$ cat src/rtl/alu_operand_stage.sv
`default_nettype none
// ============================================================================
// Module   : alu_operand_stage
// Purpose  : ALU input stage. Latches NUM_OPS operands of WIDTH bits plus a
//            sideband tag behind a valid/ready handshake. A main register
//            drives the ALU and a skid register absorbs one extra entry, so
//            decode/issue can keep streaming while the ALU stalls. A
//            synchronous flush squashes every buffered entry.
// Ports    : clk, rst (async, active-high), flush
//            in_valid / in_ready / in_data / in_tag    upstream side
//            out_valid / out_ready / out_data / out_tag  ALU side
//            occupancy                                   entries held (0..2)
// Revision : 1.0 - initial release
// ============================================================================
module alu_operand_stage #(
  parameter int               WIDTH     = 32,
  parameter int               NUM_OPS   = 2,
  parameter int               TAG_W     = 5,
  parameter logic [WIDTH-1:0] RESET_VAL = '0
) (
  input  logic                     clk,
  input  logic                     rst,
  input  logic                     flush,
  input  logic                     in_valid,
  output logic                     in_ready,
  input  logic [NUM_OPS*WIDTH-1:0] in_data,
  input  logic [TAG_W-1:0]         in_tag,
  output logic                     out_valid,
  input  logic                     out_ready,
  output logic [NUM_OPS*WIDTH-1:0] out_data,
  output logic [TAG_W-1:0]         out_tag,
  output logic [1:0]               occupancy
);

  localparam int                     DATA_W   = NUM_OPS * WIDTH;
  localparam logic [DATA_W-1:0]      DATA_RST = {NUM_OPS{RESET_VAL}};
  localparam logic [TAG_W-1:0]       TAG_RST  = TAG_W'(RESET_VAL);

  // The state encoding doubles as the occupancy count.
  typedef enum logic [1:0] {
    EMPTY = 2'd0,
    ONE   = 2'd1,
    FULL  = 2'd2
  } state_t;

  state_t              state;
  state_t              state_nxt;

  logic [DATA_W-1:0]   main_data;
  logic [TAG_W-1:0]    main_tag;
  logic [DATA_W-1:0]   skid_data;
  logic [TAG_W-1:0]    skid_tag;

  logic                in_fire;
  logic                out_fire;
  logic                load_main_in;
  logic                load_main_skid;
  logic                load_skid;

  // Handshake outputs decode only registered state.
  assign in_ready  = (state != FULL);
  assign out_valid = (state != EMPTY);
  assign occupancy = state;
  assign out_data  = main_data;
  assign out_tag   = main_tag;

  assign in_fire   = in_valid & in_ready;
  assign out_fire  = out_valid & out_ready;

  // --------------------------------------------------------------------------
  // Next-state and register-load decode
  // --------------------------------------------------------------------------
  always_comb begin
    state_nxt      = state;
    load_main_in   = 1'b0;
    load_main_skid = 1'b0;
    load_skid      = 1'b0;
    if (flush) begin
      // Squash wins over everything; a concurrent input is dropped and a
      // concurrent ALU consume is simply not re-presented.
      state_nxt = EMPTY;
    end else begin
      case (state)
        EMPTY: begin
          if (in_fire) begin
            load_main_in = 1'b1;
            state_nxt    = ONE;
          end
        end
        ONE: begin
          if (in_fire && out_fire) begin
            load_main_in = 1'b1;
          end else if (in_fire) begin
            load_skid = 1'b1;
            state_nxt = FULL;
          end else if (out_fire) begin
            state_nxt = EMPTY;
          end
        end
        FULL: begin
          // in_ready is low here, so only the drain path exists.
          if (out_fire) begin
            load_main_skid = 1'b1;
            state_nxt      = ONE;
          end
        end
        default: begin
          state_nxt = EMPTY;
        end
      endcase
    end
  end

  // --------------------------------------------------------------------------
  // State register
  // --------------------------------------------------------------------------
  always_ff @(posedge clk or posedge rst) begin
    if (rst) begin
      state <= EMPTY;
    end else begin
      state <= state_nxt;
    end
  end

  // --------------------------------------------------------------------------
  // Data/tag registers. Flush only clears the state; payload may go stale.
  // --------------------------------------------------------------------------
  always_ff @(posedge clk or posedge rst) begin
    if (rst) begin
      main_data <= DATA_RST;
      main_tag  <= TAG_RST;
      skid_data <= DATA_RST;
      skid_tag  <= TAG_RST;
    end else begin
      if (load_main_in) begin
        main_data <= in_data;
        main_tag  <= in_tag;
      end else if (load_main_skid) begin
        main_data <= skid_data;
        main_tag  <= skid_tag;
      end
      if (load_skid) begin
        skid_data <= in_data;
        skid_tag  <= in_tag;
      end
    end
  end

endmodule
`default_nettype wire

$ cat config.mk
export PLATFORM = sky130hd
export DESIGN_NAME = alu_operand_stage
export DESIGN_NICKNAME = d
export VERILOG_FILES = /design/src/rtl/alu_operand_stage.sv
export SDC_FILE = /design/constraint.sdc
export NUM_CORES = 1
export LEC_CHECK = 0
export CAP_MARGIN = 20
export CORE_UTILIZATION = 40
export DETAILED_ROUTE_END_ITERATION = 10
export PLACE_DENSITY = 0.8
export SKIP_LAST_GASP = 1
export SLEW_MARGIN = 20
export SYNTH_ARGS = -nofsm -noshare
export SYNTH_HDL_FRONTEND = slang
export SYNTH_SLANG_ARGS = --single-unit
export TNS_END_PERCENT = 5
$ cat constraint.sdc
create_clock -name clk -period 6.5 [get_ports clk]
set_input_delay 1.3 -clock clk [delete_from_list [all_inputs] [get_ports clk]]
set_output_delay 1.3 -clock clk [all_outputs]
set_load 0.01 [all_outputs]
==> results.json <==
{
  "outcome": "finished clean",
  "final_cell_mix": "clkdlybuf4s50_1 (146), dfrtp_1 (140), and2_1 (69), a221o_1 (69), mux2_2 (59)",
  "gr-max-usage-layer": "met2",
  "cts_tree": "built",
  "power_frac_seq_pct": 42.6,
  "critPathBufInv": 3,
  "critical_path_class": "in2reg",
  "cpPeakStageDelay_ns": 0.82,
  "hold_path_class": "reg2reg",
  "critical_path.endpoint_type": "flip-flop",
  "clk_pin_slew_ns": 0.06,
  "wl_um": 12700,
  "cts_htree_levels": 4,
  "finalHoldViolCount": 0,
  "drive_gt1_share_pct": 18.7,
  "viasPerCell": 5.32,
  "gp_congestion": 0.776,
  "port_buffers": 146,
  "clockRootBuffer": "clkbuf_16",
  "drtIter0Drc": 306,
  "row_count": 43,
  "synthTopCellsByArea": "dfrtp_1 (62%), a221o_1 (12%), mux2_2 (12%), and2_1 (7.7%), mux2_1 (2.0%)",
  "async_flop_share_pct": 100,
  "cp-start-kind": "input port",
  "tightest_slew_ns": 0.982,
  "drc": 0,
  "synth_cells": 394,
  "grt-ovfl-total": 0,
  "track_usage_pct": 18.4,
  "grt_max_degree": 83,
  "layout.nets": 607,
  "firstDrtPassIters": 4,
  "dp_cells": 694,
  "period_minus_slack_ns": 3.56,
  "routedWlPerCell_um": 17.5,
  "die_height_um": 121,
  "holdWs_ns": 0.482,
  "ys_seq_area_share_pct": 61.8,
  "critPathMaxFanout": 70,
  "use_met3_pct": 5.69,
  "final_cells": 726,
  "rsz0062_at_grt": "no",
  "layout_worst_path_cycle_share_pct": 54.8,
  "yosys_warnings": 0,
  "crit_top_cell": "buf_4",
  "cp_cell_sequence": "clkdlybuf4s50_1, nor4bb_4, buf_4, a21oi_4, buf_4, a221o_1",
  "yosysUniqueCellTypes": 23,
  "hold_buffers": 0,
  "die-area_um2": 14700,
  "synth_seq_cells": 140,
  "coreArea_um2": 13900,
  "antenna_found_initial": 0,
  "clk_latency_ns": 0.41,
  "ant_nets": 0,
  "setup_violations": 0,
  "synth.top_cell.area_share_pct": 61.8,
  "pwr-share-clk_pct": 39.0,
  "area_growth_pct": 40.3,
  "avgSynthCellArea_um2": 14.4,
  "post_cts_resized": 0,
  "cpMaxStageDelayCell": "a21oi_4",
  "grt_pass1_vias": 4069,
  "vias": 3864,
  "synth-edff-count": 0,
  "clock-sinks": 140,
  "cp.arrival_ns": 3.90,
  "yosysTopAreaCell": "dfrtp_1",
  "clock.fmax_ghz": 0.281,
  "dieWidth_um": 121,
  "nFillCells": 1073,
  "power_density_nw_per_um2": 354,
  "syn_nets": 468,
  "start_util_pct": 40.9,
  "syn_area_um2": 5670,
  "combPwrFrac_pct": 18.5,
  "leakage_uw": 0.00346,
  "cts_buffers": 17,
  "intPower_uw": 2170,
  "clock-skew-final_ns": 0.0105,
  "n_antenna_cell": 0,
  "switching_power_uw": 646,
  "clock_path_buffers": 2,
  "vdd_ir_drop_max_v": 0.000161,
  "cp_top_family": "buffers and inverters",
  "postCtsSetupBuffers": 0,
  "final-max-slew-violation-count": 0,
  "synthFlopType": "dfrtp_1",
  "layout_commonest_cell": "clkdlybuf4s50_1",
  "netSwitchingFraction_pct": 22.9,
  "tns_ns": 0,
  "maxCapViolCount": 0,
  "num_io_pins": 147,
  "grt_use_met2_pct": 27.2,
  "slew-limit-headroom_pct": 34.4,
  "worst_ep_required_time_ns": 6.84,
  "grt_pass1_wl_um": 20500,
  "power_uw": 2820,
  "hpwl_um": 8210,
  "grt.met1_usage_pct": 25.1
}
[area by class of cell]
type	count	area [um2]	area share, %
inverter	1	8.76	0.110
multi-input combinational	223	2050	25.7
clock inverter	11	211	2.66
clock buffer	21	470	5.91
tap	180	225	2.83
sequential	140	3500	44.0
timing repair buffer	150	1490	18.7
[cells by family after synthesis]
logic type / Yosys count / share of synthesized area [%]
AO/OA/AOI/OAI: 73 / 12.7
buffers and inverters: 31 / 2.69
flip-flops: 140 / 61.8
multiplexers: 70 / 13.9
AND/OR/NAND/NOR: 80 / 8.94
[synthesized netlist by cell type (all sizes together) (2+ instances only)]
cell      n
nand2     2
buf      14
nand2b    2
clkbuf   16
a221o    69
and2     70
dfrtp   140
a21oi     2
mux2     69
or2       2
[routing by layer]
layer,part of all wire [%],vias up
met5,0,-
met4,0.99,0
met1,47,1985
met2,47,124
met3,5.9,10
li1,-,1745
[worst register-to-register path: stages (launching register included)]
cell and delay [ns]:
dfrtp_1 0.46, nor4bb_4 0.18, buf_4 0.32, a21oi_4 0.82, buf_4 0.53, a221o_1 0.23
[worst paths after layout]
path | startpoint | end | slack [ns] | cells after the start
max | out_ready | out_data[1] | 2.94 | 6
min | skid_data[35] | skid_data[35] | 0.48 | 1
max reg2reg | occupancy[1] | out_data[1] | 3.89 | 5
min reg2reg | skid_data[35] | skid_data[35] | 0.48 | 1
max in group asynchronous | rst | out_data[7] | 3.87 | 3
min in group asynchronous | rst | out_data[6] | 1.39 | 2
[power groups by stage]
stage	sequential (uW)	clock [uW]	combinational, uW
3_5_place_dp	1210	0	527
5_1_grt	1220	1160	561
2_1_floorplan	1220	0	232
6_report	1200	1100	521
3_3_place_gp	1200	0	508
4_1_cts	1200	1130	528
[registers in the layout (all words and copies together) (netlist names)]
signal / cells
occupancy: 2
out_data: 64
out_tag: 5
skid_data: 64
skid_tag: 5
[metrics by stage]
| step | worst slack [ns] | instance area, um2 | utilization, % |
|---|---|---|---|
| 3_5_place_dp | 2.49 | 7270 | 52.4 |
| 6_report | 2.94 | 7960 | 57.3 |
| 4_1_cts | 2.94 | 7960 | 57.3 |
| 3_3_place_gp | 2.63 | 7270 | 52.4 |
| 5_1_grt | 2.78 | 7960 | 57.3 |
| 2_1_floorplan | 1.45 | 5670 | - |
(Power assumes the default switching activity.)
